**config.mk**
```make
export PLATFORM = sky130hd
export DESIGN_NAME = color_rand_gen
export DESIGN_NICKNAME = d
export VERILOG_FILES = /design/src/rtl/color_rand_pkg.sv /design/src/rtl/lfsr_core.sv /design/src/rtl/color_rand_gen.sv
export SDC_FILE = /design/constraint.sdc
export NUM_CORES = 1
export LEC_CHECK = 0
export BUFFER_PORTS_ARGS = -buffer_cell sky130_fd_sc_hd__buf_4
export CAP_MARGIN = 10
export CORE_MARGIN = 1
export CORE_UTILIZATION = 56
export CTS_CLUSTER_SIZE = 10
export DETAILED_ROUTE_END_ITERATION = 6
export GPL_ROUTABILITY_DRIVEN = 0
export PLACE_DENSITY = 0.81
export SETUP_SLACK_MARGIN = 0.1
export SLEW_MARGIN = 40
export SYNTH_ARGS = -nofsm -noshare
export SYNTH_HDL_FRONTEND = slang
export SYNTH_HIERARCHICAL = 1
export SYNTH_SLANG_ARGS = --single-unit
```
**constraint.sdc**
```tcl
create_clock -name clk -period 2.2 [get_ports clk]
set_input_delay 0.22 -clock clk [delete_from_list [all_inputs] [get_ports clk]]
set_output_delay 0.22 -clock clk [all_outputs]
set_load 0.01 [all_outputs]
```
**src/rtl/color_rand_pkg.sv**
```systemverilog
// Shared types and constants for the colour generator: FSM states, default LFSR taps/seed,
// and the bound on ball-slot pick retries.
package color_rand_pkg;

  typedef enum logic [1:0] {
    IDLE = 2'd0,
    GEN  = 2'd1,
    PICK = 2'd2,
    DONE = 2'd3
  } state_t;

  localparam logic [31:0] DEF_TAPS       = 32'h80200003;
  localparam logic [31:0] DEF_SEED       = 32'h000000B5;
  localparam logic [1:0]  PICK_MAX_RETRY = 2'd3;

endpackage

```
**src/rtl/lfsr_core.sv**
```systemverilog
// Free-running right-shift Galois LFSR with a synchronous seed load.
// A zero seed, either as reset value or as a loaded value, is replaced by 1.
module lfsr_core
  import color_rand_pkg::*;
#(
  parameter int           W    = 32,
  parameter logic [W-1:0] TAPS = W'(DEF_TAPS),
  parameter logic [W-1:0] SEED = W'(DEF_SEED)
) (
  input  logic         clk,
  input  logic         reset,
  input  logic         load,
  input  logic [W-1:0] load_val,
  output logic [W-1:0] q
);

  localparam logic [W-1:0] ONE     = W'(1);
  localparam logic [W-1:0] SEED_NZ = (SEED == '0) ? ONE : SEED;

  // TAPS has its top bit set, so a step can never produce zero.
  function automatic logic [W-1:0] galois_step(input logic [W-1:0] v);
    galois_step = (v >> 1) ^ (v[0] ? TAPS : '0);
  endfunction

  always_ff @(posedge clk or posedge reset) begin
    if (reset) begin
      q <= SEED_NZ;
    end else if (load) begin
      q <= (load_val == '0) ? ONE : load_val;
    end else begin
      q <= galois_step(q);
    end
  end

endmodule

```
**src/rtl/color_rand_gen.sv**
```systemverilog
// Successor colour generator: fills NUM_PLATS slots from an LFSR, then picks the ball slot.
// Define COLOR_DISTINCT_EN to force pairwise-distinct platform colours.
module color_rand_gen
  import color_rand_pkg::*;
#(
  parameter int                NUM_PLATS = 4,
  parameter int                COLOR_W   = 3,
  parameter int                LFSR_W    = 32,
  parameter logic [LFSR_W-1:0] LFSR_TAPS = LFSR_W'(DEF_TAPS),
  parameter logic [LFSR_W-1:0] SEED      = LFSR_W'(DEF_SEED),
  localparam int               PW        = $clog2(NUM_PLATS)
) (
  input  logic                         clk,
  input  logic                         reset,
  input  logic                         start,
  input  logic                         seed_load,
  input  logic [LFSR_W-1:0]            seed_in,
  output logic                         busy,
  output logic                         out_valid,
  input  logic                         out_ready,
  output logic [NUM_PLATS*COLOR_W-1:0] plats_color,
  output logic [COLOR_W-1:0]           ball_color,
  output logic [PW-1:0]                ball_pos
);

  localparam int unsigned   NP   = NUM_PLATS;
  localparam logic [PW-1:0] LAST = PW'(NUM_PLATS - 1);

  if (NUM_PLATS < 2 || NUM_PLATS > 16) begin : g_bad_num_plats
    $error("color_rand_gen: NUM_PLATS must be in 2..16");
  end

  state_t                       state;
  state_t                       state_next;
  logic [LFSR_W-1:0]            lfsr_q;
  logic                         unused_lfsr_bits;
  logic [COLOR_W-1:0]           shadow [NUM_PLATS];
  logic [NUM_PLATS*COLOR_W-1:0] shadow_flat;
  logic [PW-1:0]                slot_idx;
  logic [1:0]                   retry_cnt;
  logic [COLOR_W-1:0]           slot_color;
  logic                         slot_wr;
  logic                         dup;
  logic                         pick_done;
  logic [PW-1:0]                pick_pos;
  int unsigned                  cand;

`ifdef COLOR_DISTINCT_EN
  logic                         retry_pending;
  logic [COLOR_W-1:0]           inc_color;

  if (NUM_PLATS > (1 << COLOR_W)) begin : g_bad_distinct
    $error("color_rand_gen: distinct colours need NUM_PLATS <= 2**COLOR_W");
  end
`endif

  lfsr_core #(
    .W    (LFSR_W),
    .TAPS (LFSR_TAPS),
    .SEED (SEED)
  ) u_lfsr (
    .clk      (clk),
    .reset    (reset),
    .load     (seed_load),
    .load_val (seed_in),
    .q        (lfsr_q)
  );

  assign unused_lfsr_bits = ^lfsr_q;
  assign busy             = (state == GEN) || (state == PICK);

  always_comb begin
    shadow_flat = '0;
    for (int k = 0; k < NUM_PLATS; k++) begin
      shadow_flat[k*COLOR_W +: COLOR_W] = shadow[k];
    end
  end

  always_ff @(posedge clk or posedge reset) begin
    if (reset) begin
      state <= IDLE;
    end else begin
      state <= state_next;
    end
  end

  always_comb begin
    state_next = state;
    slot_color = lfsr_q[COLOR_W-1:0];
    dup        = 1'b0;
    slot_wr    = 1'b0;
    pick_done  = 1'b0;
    cand       = 32'(lfsr_q[PW-1:0]);
    pick_pos   = lfsr_q[PW-1:0];
    case (state)
      IDLE: state_next = start ? GEN : IDLE;
      GEN: begin
`ifdef COLOR_DISTINCT_EN
        // A retried slot uses the incremented colour, not a fresh LFSR draw.
        slot_color = retry_pending ? inc_color : lfsr_q[COLOR_W-1:0];
        for (int j = 0; j < NUM_PLATS; j++) begin
          dup = dup | ((PW'(j) < slot_idx) && (shadow[j] == slot_color));
        end
`endif
        slot_wr    = ~dup;
        state_next = (slot_wr && (slot_idx == LAST)) ? PICK : GEN;
      end
      PICK: begin
        if (cand < NP) begin
          pick_done = 1'b1;
        end else if (retry_cnt == PICK_MAX_RETRY) begin
          pick_done = 1'b1;
          pick_pos  = PW'(cand % NP);
        end else begin
          pick_done = 1'b0;
        end
        state_next = pick_done ? DONE : PICK;
      end
      DONE:    state_next = out_ready ? IDLE : DONE;
      default: state_next = IDLE;
    endcase
  end

  always_ff @(posedge clk or posedge reset) begin
    if (reset) begin
      for (int k = 0; k < NUM_PLATS; k++) begin
        shadow[k] <= '0;
      end
      slot_idx    <= '0;
      retry_cnt   <= 2'd0;
      out_valid   <= 1'b0;
      plats_color <= '0;
      ball_color  <= '0;
      ball_pos    <= '0;
`ifdef COLOR_DISTINCT_EN
      retry_pending <= 1'b0;
      inc_color     <= '0;
`endif
    end else begin
      case (state)
        IDLE: begin
          slot_idx  <= '0;
          retry_cnt <= 2'd0;
`ifdef COLOR_DISTINCT_EN
          retry_pending <= 1'b0;
`endif
        end
        GEN: begin
          if (slot_wr) begin
            shadow[slot_idx] <= slot_color;
            slot_idx         <= slot_idx + PW'(1);
          end
`ifdef COLOR_DISTINCT_EN
          retry_pending <= ~slot_wr;
          inc_color     <= slot_color + COLOR_W'(1);
`endif
        end
        // Results are published in a single edge so consumers never see a mixed set.
        PICK: begin
          if (pick_done) begin
            plats_color <= shadow_flat;
            ball_pos    <= pick_pos;
            ball_color  <= shadow[pick_pos];
            out_valid   <= 1'b1;
          end else begin
            retry_cnt <= retry_cnt + 2'd1;
          end
        end
        DONE: begin
          if (out_ready) begin
            out_valid <= 1'b0;
          end
        end
        default: begin
          out_valid <= 1'b0;
        end
      endcase
    end
  end

endmodule

```
==> results of run 1 <==
==> area by class of cell <==
cell class | count | area, µm² | share of cell area [%]
flip-flops and latches | 66 | 1660 | 46.5
multi-input cells | 112 | 1140 | 32.0
repair buffers | 59 | 445 | 12.5
clock buffers | 11 | 151 | 4.24
well taps | 67 | 83.8 | 2.35
clock inverters | 5 | 52.6 | 1.47
inverters | 9 | 33.8 | 0.947
==> worst max-delay path, delay by kind of cell, from the launching register on <==
kind	cells	cell delay, ns
adder cells (fa/ha/maj)	1	0.52
flip-flops	1	0.41
multiplexers	1	0.32
AND/OR/NAND/NOR	1	0.14
buffers and inverters	1	0.10
==> cell usage in the layout, fill, tap and decap left out, types with 2 or more instances in the layout <==
cell type	count
o221ai_1	3
nor4_2	4
dfstp_2	5
nor4_1	4
inv_1	9
mux2_1	2
nand2_4	4
nand2_1	5
ha_1	8
clkinv_2	3
mux2i_1	6
nand4_1	2
dfrtp_1	61
mux2_2	41
mux2_4	12
o21ai_0	3
nand2b_1	6
xnor2_1	2
buf_4	58
clkbuf_8	11
==> worst max path at each step <==
| stage | from | to | slack [ns] | cells after the start |
|---|---|---|---|---|
| floorplan | state[0] | ball_pos[0] | 0.96 | 4 |
| global placement | state[1] | shadow[1] | 0.67 | 4 |
| detailed placement | state[1] | shadow[2] | 0.64 | 4 |
| CTS | state[1] | shadow[2] | 0.59 | 4 |
| global route | state[1] | shadow[2] | 0.52 | 4 |
| finish | state[1] | shadow[2] | 0.59 | 4 |
==> routing by layer <==
layer,vias up,global-route usage [%],wire length [µm]
li1,811,-,-
met3,10,7.72,218
met2,44,33.3,2650
met1,868,29.6,2500
met5,-,0,0
met4,0,7.05,72
==> repair_timing <==
item	CTS	global route
hold buffers	1	0
hold endpoints to repair	61	0
endpoints found under the setup margin	0	0
==> kinds of logic after synthesis <==
logic type               Yosys count  share of synthesized area, %
flip-flops                        66                          56.8
multiplexers                      61                          24.8
AND/OR/NAND/NOR                   28                          7.12
buffers and inverters             17                          4.03
AO/OA/AOI/OAI                     12                          2.91
adder cells (fa/ha/maj)            8                          3.43
XOR/XNOR                           3                         0.900
==> power by group <==
group | switching (mW) | internal [mW] | leakage, nW
Clock | 0.442 | 0.579 | 0.105
Sequential | 0.287 | 1.59 | 0.787
Combinational | 0.578 | 0.823 | 0.801
==> state kept, by name, indices dropped and copies added (netlist names) <==
name,cells
slot_idx,2
plats_color,12
state,2
ball_pos,2
shadow,12
ball_color,3
u_lfsr/q,32
out_valid,1
==> through the flow <==
step                      hold WS, ns  area [µm²]  utilization [%]  instances  power (mW)
after floorplan                 0.332        2920                -        195        2.80
after global placement          0.336        3350             68.7        312        3.24
after detailed placement        0.337        3350             68.7        312        3.29
after CTS                      0.0977        3570             73.1        329        4.33
after global routing            0.104        3570             73.1        329        4.53
final                           0.110        3570             73.1        329        4.30
==> results by group, run 1 <==
Route
  • Routed Antenna Nets: 0
  • DRC violations left: 0
  • Routed via count: 1733
  • Wire length per cell: 16.5 µm
  • Initial DRC count: 70
  • Final Routed Wirelength: 5430 µm
  • DR vias/cell: 5.27
  • First-pass detailed-route iteration total: 4

Global routing
  • Vias in the first global route: 1718
  • First-pass GRT wire length: 8630 µm
  • GRT Util Overall: 21.9%
  • Global route overflow: 0
  • Pin count of the biggest net entering global routing: 36
  • Initial antenna violation count: 0

Cells and area
  • Fill count: 361
  • Share of layout cells above drive strength 1: 53.8%
  • NumNets Final: 302
  • Antenna Cells: 0
  • Area delta synth->final: 22.2%

Clock network
  • Clock Latency Late Sink: 0.34 ns
  • Post-CTS Setup Bufs: 0
  • TritonCTS buffer count: 9
  • Reg clk slew, reported paths: 0.07 ns
  • TritonCTS clock tree: built
  • Clk root buf: clkbuf_8
  • # resized after CTS: 0
  • Clock tree buffer depth: 2
  • CTS sink count: 66
  • H-tree Lvls: 3

Synthesis
  • Syn avg cell area: 15.0 µm²
  • Post-synth ARST share: 100%
  • Post-synth EDFFs: 0
  • Synth Register Bits: 66
  • Syn Nets: 240
  • Synth top area share: 52.3%
  • Post-synth top area cell: dfrtp_1
  • Library cells used by synthesis: 31
  • Syn Inst Count: 195
  • Synth Flop Type: dfrtp_1
  • Commonest cells in the synthesized netlist: dfrtp_1, mux2_2, mux2_4
  • Register area share after synthesis: 56.8%
  • Syn. warnings: 6
  • Top post-synthesis cells by area: dfrtp_1, mux2_2, mux2_4
  • Synthesized area: 2920 µm²
  • Top-count cell post-synth: dfrtp_1

Power
  • Power Density: 1200 nW/µm²
  • Lkg Pwr: 1.69 nW
  • VDD IR-drop max: 0.680 mV

Timing
  • Period utilisation layout: 73.1%
  • Maximum clock frequency: 621 MHz
  • Post-layout min period: 1.61 ns
  • Fin. max-slew vios: 0
  • Setup violations, final: 0
  • Worst Skew: 0.00806 ns
  • Final hold vios: 0
  • RSZ-0062 raised after global routing: no
  • Worst-Margin Slew: 0.563 ns
  • Slew HR: 62.5%
  • Sum Neg Setup Slack: 0 ns
  • Final Worst Setup Slack: 0.591 ns

Flow run
  • Max-Cap Viols: 0

Critical path
  • WP data required: 2.42 ns
  • Startpoint types: flop
  • Setup crit end kind: flop
  • Worst R2R Path Depth: 4
  • CP Class: reg -> reg
  • Crit Path Max Fanout: 9
  • Worst path max stage delay: 0.52 ns
  • Worst endpoint data arrival time: 1.83 ns
  • R2R Path End: shadow[2]
  • R2r setup slk: 0.59 ns
  • Critical path, cell by cell: inv_1 > ha_1 > nand2_4 > mux2_4
  • Slowest-stage cell, CP: ha_1
  • Worst r2r src: state[1]

Place
  • Dpl hpwl: 3720 µm
  • IO Port Bufs: 55
  • DP Worst Slack: 0.637 ns

Floorplanning
  • Die height: 74.2 µm
  • Die Wd: 74.2 µm
  • Die area: 5510 µm²
  • I/O pin cnt: 56
  • Initial Util: 59.8%
  • CORE AREA: 4880 µm²
  • Row Count: 25

Run status
  • Run status: finished, final reports clean

Worst hold path
  • Hold path start: seed_in[21]
  • WHS Endpoint: u_lfsr/q[21]
  • Hold depth: 3
  • HP Class: in -> reg
Note: power is estimated with default switching activity, not from simulation.
==> run 2: changes to the inputs <==
--- a/config.mk
+++ b/config.mk
@@ -8,11 +8,11 @@
 export BUFFER_PORTS_ARGS = -buffer_cell sky130_fd_sc_hd__buf_4
 export CAP_MARGIN = 10
 export CORE_MARGIN = 1
-export CORE_UTILIZATION = 56
+export CORE_UTILIZATION = 49
 export CTS_CLUSTER_SIZE = 10
 export DETAILED_ROUTE_END_ITERATION = 6
 export GPL_ROUTABILITY_DRIVEN = 0
-export PLACE_DENSITY = 0.81
+export PLACE_DENSITY = 0.75
 export SETUP_SLACK_MARGIN = 0.1
 export SLEW_MARGIN = 40
 export SYNTH_ARGS = -nofsm -noshare
==> constraint.sdc (replaced) <==
create_clock -name clk -period 1.3 [get_ports clk]
set_input_delay 0.13 -clock clk [delete_from_list [all_inputs] [get_ports clk]]
set_output_delay 0.13 -clock clk [all_outputs]
set_load 0.01 [all_outputs]
==> run 2 against run 1 <==
Compared with the run above: the flow now finishes with violations (negative setup slack); clock power rose by 100%; non-clock buffer count rose by 13; register-to-register slack got worse by 0.60 ns; die area rose by 14%.
==> results by group, run 2 (same netlist as run 1, synthesis figures left out) <==
Run status
  • Run status: complete, but fails checks
  • Failing checks: negative setup slack

Critical path
  • Worst path max stage delay: 0.42 ns (-0.10 ns)
  • CP Launch Point: state[0]
  • Critical path, cell by cell: inv_2 > ha_4 > buf_6
  • Worst endpoint data arrival time: 1.19 ns (-0.64 ns)
  • Worst r2r src: state[1]
  • Slowest-stage cell, CP: dfrtp_1
  • CP Depth: 3 (-1)
  • Worst R2R Path Depth: 5 (+1)
  • Startpoint types: flop
  • Buf/Inv on CP: 2 (+1)
  • CP top delay family: flip-flops
  • Setup crit end kind: output port
  • CP Class: reg -> out
  • Crit Path Max Fanout: 3 (-6)
  • WP data required: 1.17 ns (-1.25 ns)

Cells and area
  • Fill count: 396 (+9.7%)
  • Post-Layout Cell Count: 347 (+5.5%)
  • Max reg flops: 32 (unchanged)
  • NumNets Final: 315 (+4.3%)
  • Share of layout cells above drive strength 1: 62.2% (+8.4 points)
  • Biggest regs: u_lfsr/q: 32 flops, plats_color: 12 flops, shadow: 12 flops
  • Leading cell types in the layout, fill and taps excluded: buf_4, dfrtp_1, mux2_2, mux2_4, clkbuf_8
  • Area delta synth->final: 35.7%
  • Antenna Cells: 0 (unchanged)
  • Commonest non-fill, non-tap cell in the layout: buf_4
  • Reg with most FFs: u_lfsr/q
  • Final core occ: 70.6% (-2.5 points)

Power
  • Power share of the combinational group: 37.6% (+5.0 points)
  • Clock network fraction of design power: 24.6% (+0.9 points)
  • Seq pwr share: 37.8% (-5.9 points)
  • VDD IR-drop max: 1.23 mV (+81%)
  • Power Density: 2130 nW/µm² (+77%)
  • P_int: 5.92 mW (+98%)
  • Sw Pwr: 2.53 mW (+93%)
  • Lkg Pwr: 1.85 nW (+9.3%)
  • Switching share of power: 29.9% (-0.52 points)

Clock network
  • Clock Latency Late Sink: 0.34 ns (about the same)
  • Clk root buf: clkbuf_8
  • H-tree Lvls: 3 (unchanged)
  • Reg clk slew, reported paths: 0.08 ns (about the same)
  • TritonCTS clock tree: built
  • Clock tree buffer depth: 2 (unchanged)
  • CTS sink count: 66 (unchanged)
  • TritonCTS buffer count: 9 (unchanged)

Global routing
  • First-pass GRT wire length: 9180 µm (+6.4%)
  • Vias in the first global route: 1834 (+6.8%)
  • Initial antenna violation count: 0 (unchanged)
  • Pin count of the biggest net entering global routing: 36 (unchanged)
  • Global route overflow: 0 (unchanged)
  • GRT Util Overall: 19.9% (-2.0 points)

Route
  • Routed Antenna Nets: 0 (unchanged)
  • DRC violations left: 0 (unchanged)
  • Initial DRC count: 70 (unchanged)
  • Wire length per cell: 16.5 µm (-0.23%)
  • Final Routed Wirelength: 5720 µm (+5.2%)
  • First-pass detailed-route iteration total: 6 (+2)
  • Routed via count: 1781 (+2.8%)
  • DR vias/cell: 5.13 (-2.6%)

Floorplanning
  • Initial Util: 52.1% (-7.8 points)
  • Die height: 79.2 µm (+6.7%)
  • I/O pin cnt: 56 (unchanged)
  • Die area: 6270 µm² (+14%)
  • Row Count: 27 (+8.0%)
  • Die Wd: 79.2 µm (+6.7%)
  • CORE AREA: 5610 µm² (+15%)

Worst hold path
  • Hold path start: seed_in[21]
  • Hold depth: 3 (unchanged)
  • HP Class: in -> reg

Flow run
  • Max-Cap Viols: 0 (unchanged)

Timing
  • Period utilisation layout: 102%
  • Fin. max-slew vios: 0 (unchanged)
  • Worst-Margin Slew: 0.438 ns (-0.125 ns)
  • Worst Skew: 0.00828 ns (+0.000220 ns)
  • Sum Neg Setup Slack: -0.109 ns (-0.109 ns)
  • Maximum clock frequency: 756 MHz
  • Final Worst Setup Slack: -0.0221 ns (-0.613 ns)
  • RSZ-0062 raised after global routing: yes
  • Post-layout min period: 1.32 ns
  • Slew HR: 70.8% (+8.3 points)
  • Final hold vios: 0 (unchanged)
  • Setup violations, final: 12 (+12)

Place
  • Dpl hpwl: 3630 µm (-2.3%)
  • IO Port Bufs: 55 (unchanged)
  • DP Cell Count: 320 (+2.6%)
  • DP Worst Slack: -0.0200 ns (-0.657 ns)
run 2: changes by cell type in the layout (fill, tap and decap cells not counted), moves of 3 or more:
cell      change
inv_1         -3
mux2i_1       -3
mux2_4       +14
mux2_2       -14
ha_1          -3
clkinv_2      -3
buf_6         +4
buf_4         +5
buf_12        +3
run 2: timing repair:
| action | CTS | global route |
|---|---|---|
| cloned | 0 | 1 |
| resized for setup | 11 | 33 |
| hold buffers | 1 | 0 |
| setup endpoints to repair | 33 | 38 |
| pin swaps | 0 | 4 |
| setup buffers | 4 | 5 |
| endpoints found under the hold margin | 61 | 0 |
run 2: worst paths after layout:
check / slack, ns / to
min reg2reg: 0.48 / u_lfsr/q[17]
max: -0.02 / busy
min in group asynchronous: 0.44 / u_lfsr/q[28]
max reg2reg: -0.01 / shadow[2]
min: 0.02 / u_lfsr/q[21]
max in group asynchronous: 0.53 / plats_color[9]
run 2: metrics by stage:
stage          power [mW]  hold WS (ns)  area (µm²)
2_1_floorplan        4.75         0.242        2930
3_3_place_gp         5.60         0.245        3410
3_5_place_dp         5.70         0.247        3410
4_1_cts              7.99       0.00288        3740
5_1_grt              8.90        0.0117        3960
6_report             8.45        0.0221        3960
run 2: cell type report:
class                      instances  area, µm²  area share, %
tap                               72       90.1           2.27
multi-input combinational        112       1320           33.2
clock inverter                     6        115           2.91
timing repair buffer              72        613           15.5
clock buffer                      10        128           3.22
sequential                        66       1660           42.0
inverter                           9       37.5          0.948
run 2: routing by layer:
metal	track usage [%]	part of all wire, %	vias to the layer above
li1	-	-	841
met1	27.5	48	894
met2	29.7	47	39
met3	5.29	3.9	7
met4	8.18	1.0	0
met5	0	0	-
run 2: power by group through the flow:
stage / Sequential [mW] / Clock, mW / Combinational [mW]
2_1_floorplan: 3.14 / 0 / 1.62
3_3_place_gp: 3.14 / 0 / 2.46
3_5_place_dp: 3.17 / 0 / 2.53
4_1_cts: 3.14 / 2.10 / 2.75
5_1_grt: 3.27 / 2.20 / 3.43
6_report: 3.19 / 2.08 / 3.18
run 2: tightest hold or removal path, cell delays in order:
cell and delay (ns):
buf_4 0.09, nand2_1 0.04, o21ai_1 0.07
==> run 3: changes to the inputs <==
==> constraint.sdc (replaced) <==
create_clock -name clk -period 1.21 [get_ports clk]
set_input_delay 0.121 -clock clk [delete_from_list [all_inputs] [get_ports clk]]
set_output_delay 0.121 -clock clk [all_outputs]
set_load 0.01 [all_outputs]
==> run 3 against run 2 <==
Compared with the run above: the run still ends with negative setup slack left; via count increased by 1.7%; die area unchanged; combinational power increased by 12%; clock power decreased by 22%; hold slack improved by 0.016 ns; non-clock buffer count decreased by 3; final area decreased by 3.3%; clock-buffer cell count increased by 4; critical path depth increased by 2; register-to-register slack got worse by 0.12 ns; clock skew decreased by 0.0011 ns; sequential share of layout area increased by 1.3 points; critical path type is now reg -> reg; critical endpoint is now shadow[1]; largest cell class unchanged; highest routed layer unchanged.
==> results by group, run 3 (same netlist as run 1, synthesis figures left out) <==
Floorplanning
  • Die Wd: 79.2 µm (unchanged)
  • I/O pin cnt: 56 (unchanged)
  • Die area: 6270 µm² (unchanged)
  • Die height: 79.2 µm (unchanged)
  • Row Count: 27 (unchanged)
  • Initial Util: 52.1% (unchanged)
  • CORE AREA: 5610 µm² (unchanged)

Critical path
  • Startpoint types: flop
  • Crit Path Max Fanout: 8 (+5)
  • R2R Path End: shadow[1]
  • Worst endpoint data arrival time: 1.55 ns (+0.36 ns)
  • CP Class: reg -> reg
  • R2r setup slk: -0.13 ns (-0.12 ns)
  • WP data required: 1.42 ns (+0.25 ns)
  • Worst path max stage delay: 0.40 ns (-0.02 ns)
  • Critical path, cell by cell: buf_6 > ha_4 > buf_12 > nand2_8 > mux2_4
  • Worst r2r src: state[0]
  • Setup crit end kind: flop
  • Slowest-stage cell, CP: dfrtp_1
  • Worst R2R Path Depth: 5 (unchanged)

Power
  • Power Density: 2230 nW/µm² (+4.7%)
  • VDD IR-drop max: 1.01 mV (-18%)
  • Lkg Pwr: 1.75 nW (-5.4%)
  • Overall Power: 8.56 mW (+1.3%)

Cells and area
  • Share of layout cells above drive strength 1: 61.4% (-0.78 points)
  • Area delta synth->final: 31.2%
  • Biggest regs: u_lfsr/q: 32 flops, plats_color: 12 flops, shadow: 12 flops
  • Final core occ: 68.3% (-2.3 points)
  • Max reg flops: 32 (unchanged)
  • Leading cell types in the layout, fill and taps excluded: dfrtp_1, buf_4, mux2_2, mux2_4, clkbuf_8
  • NumNets Final: 312 (-0.95%)
  • Antenna Cells: 0 (unchanged)
  • Commonest non-fill, non-tap cell in the layout: dfrtp_1
  • Final Instance Area: 3830 µm² (-3.3%)
  • Reg with most FFs: u_lfsr/q

Global routing
  • Vias in the first global route: 1818 (-0.87%)
  • Global route overflow: 0 (unchanged)
  • Pin count of the biggest net entering global routing: 36 (unchanged)
  • Initial antenna violation count: 0 (unchanged)
  • First-pass GRT wire length: 8910 µm (-3.0%)
  • GRT Util Overall: 19.2% (-0.72 points)

Clock network
  • Clock tree buffer depth: 2 (unchanged)
  • TritonCTS clock tree: built
  • CTS sink count: 66 (unchanged)
  • Reg clk slew, reported paths: 0.07 ns (about the same)
  • Clk root buf: clkbuf_8
  • H-tree Lvls: 3 (unchanged)
  • Clock Latency Late Sink: 0.33 ns (about the same)
  • TritonCTS buffer count: 9 (unchanged)

Route
  • DRC violations left: 0 (unchanged)
  • Routed via count: 1812 (+1.7%)
  • First-pass detailed-route iteration total: 2 (-4)
  • DR vias/cell: 5.27 (+2.6%)
  • Routed Antenna Nets: 0 (unchanged)
  • Final Routed Wirelength: 5480 µm (-4.2%)
  • Initial DRC count: 53 (-24%)
  • Wire length per cell: 15.9 µm (-3.4%)

Timing
  • Setup violations, final: 32 (+20)
  • Final hold vios: 0 (unchanged)
  • Period utilisation layout: 111%
  • Final hold slack: 0.0384 ns (+0.0163 ns)
  • Worst-Margin Slew: 0.431 ns (-0.00729 ns)
  • Final Worst Setup Slack: -0.131 ns (-0.109 ns)
  • Sum Neg Setup Slack: -3.14 ns (-3.03 ns)
  • Maximum clock frequency: 746 MHz
  • Slew HR: 71.3% (+0.49 points)
  • Worst Skew: 0.00715 ns (-0.00113 ns)
  • Post-layout min period: 1.34 ns
  • Fin. max-slew vios: 0 (unchanged)
  • RSZ-0062 raised after global routing: yes

Place
  • Placed inst area: 3450 µm² (+1.2%)
  • Dpl hpwl: 3640 µm (+0.21%)
  • IO Port Bufs: 55 (unchanged)

Run status
  • Failing checks: negative setup slack
  • Run status: complete, but fails checks

Flow run
  • Max-Cap Viols: 0 (unchanged)

Worst hold path
  • Hold depth: 2 (-1)
  • HP Class: in -> reg
  • Hold path start: seed_in[15]
  • WHS Endpoint: u_lfsr/q[15]
-- run 3: cell types whose count changed in the layout (fill, tap and decap cells not counted), sizes merged --
cell / delta
bufinv: -3
clkbuf: +3
buf: -2
clkinv: -1
clkinvlp: -1
inv: +1
-- run 3: worst max path at each step --
stage | end | cells after the start | start | slack (ns)
5_1_grt | busy | 4 | state[0] | -0.17
6_report | shadow[1] | 5 | state[0] | -0.13
2_1_floorplan | shadow[0] | 5 | state[1] | -0.02
4_1_cts | shadow[1] | 5 | state[0] | -0.13
3_5_place_dp | plats_color[4] | 4 | state[0] | -0.12
3_3_place_gp | plats_color[8] | 4 | state[0] | -0.06
-- run 3: what timing repair did --
action / 4_1_cts / 5_1_grt
setup buffers: 3 / 0
hold endpoints to repair: 61 / 0
pin swaps: 1 / 5
endpoints found under the setup margin: 35 / 36
hold buffers: 1 / 0
gates resized for setup: 15 / 21
-- run 3: stage by stage --
| stage | worst slack (ns) | instances |
|---|---|---|
| 4_1_cts | -0.133 | 344 |
| 5_1_grt | -0.174 | 344 |
| 3_5_place_dp | -0.116 | 324 |
| 6_report | -0.131 | 344 |
| 2_1_floorplan | -0.0191 | 195 |
| 3_3_place_gp | -0.0604 | 324 |
-- run 3: routing by layer --
layer	vias up	routed length (µm)	GRT usage (%)
met2	45	2740	29.3
met3	12	195	3.91
met1	924	2440	26.0
met4	0	95	9.64
li1	831	-	-
met5	-	0	0
-- run 3: area by class of cell --
type	count	area, µm²
Sequential cell	66	1660
Tap cell	72	90.1
Timing Repair Buffer	69	581
Clock buffer	14	163
Multi-Input combinational cell	112	1290
Fill cell	423	1780
Inverter	9	36.3
Clock inverter	2	12.5
-- run 3: critical path, delay by kind of cell, from the launching register on --
family / cells / cell delay (ns)
and+or+nand+nor: 1 / 0.08
adders and majority gates: 1 / 0.15
buffers and inverters: 2 / 0.28
muxes: 1 / 0.30
DFF: 1 / 0.40
-- run 3: power breakdown --
| part | switching (mW) | total, mW | internal (mW) |
|---|---|---|---|
| Sequential | 0.473 | 3.37 | 2.89 |
| Clock | 0.778 | 1.63 | 0.856 |
| Combinational | 1.48 | 3.56 | 2.08 |
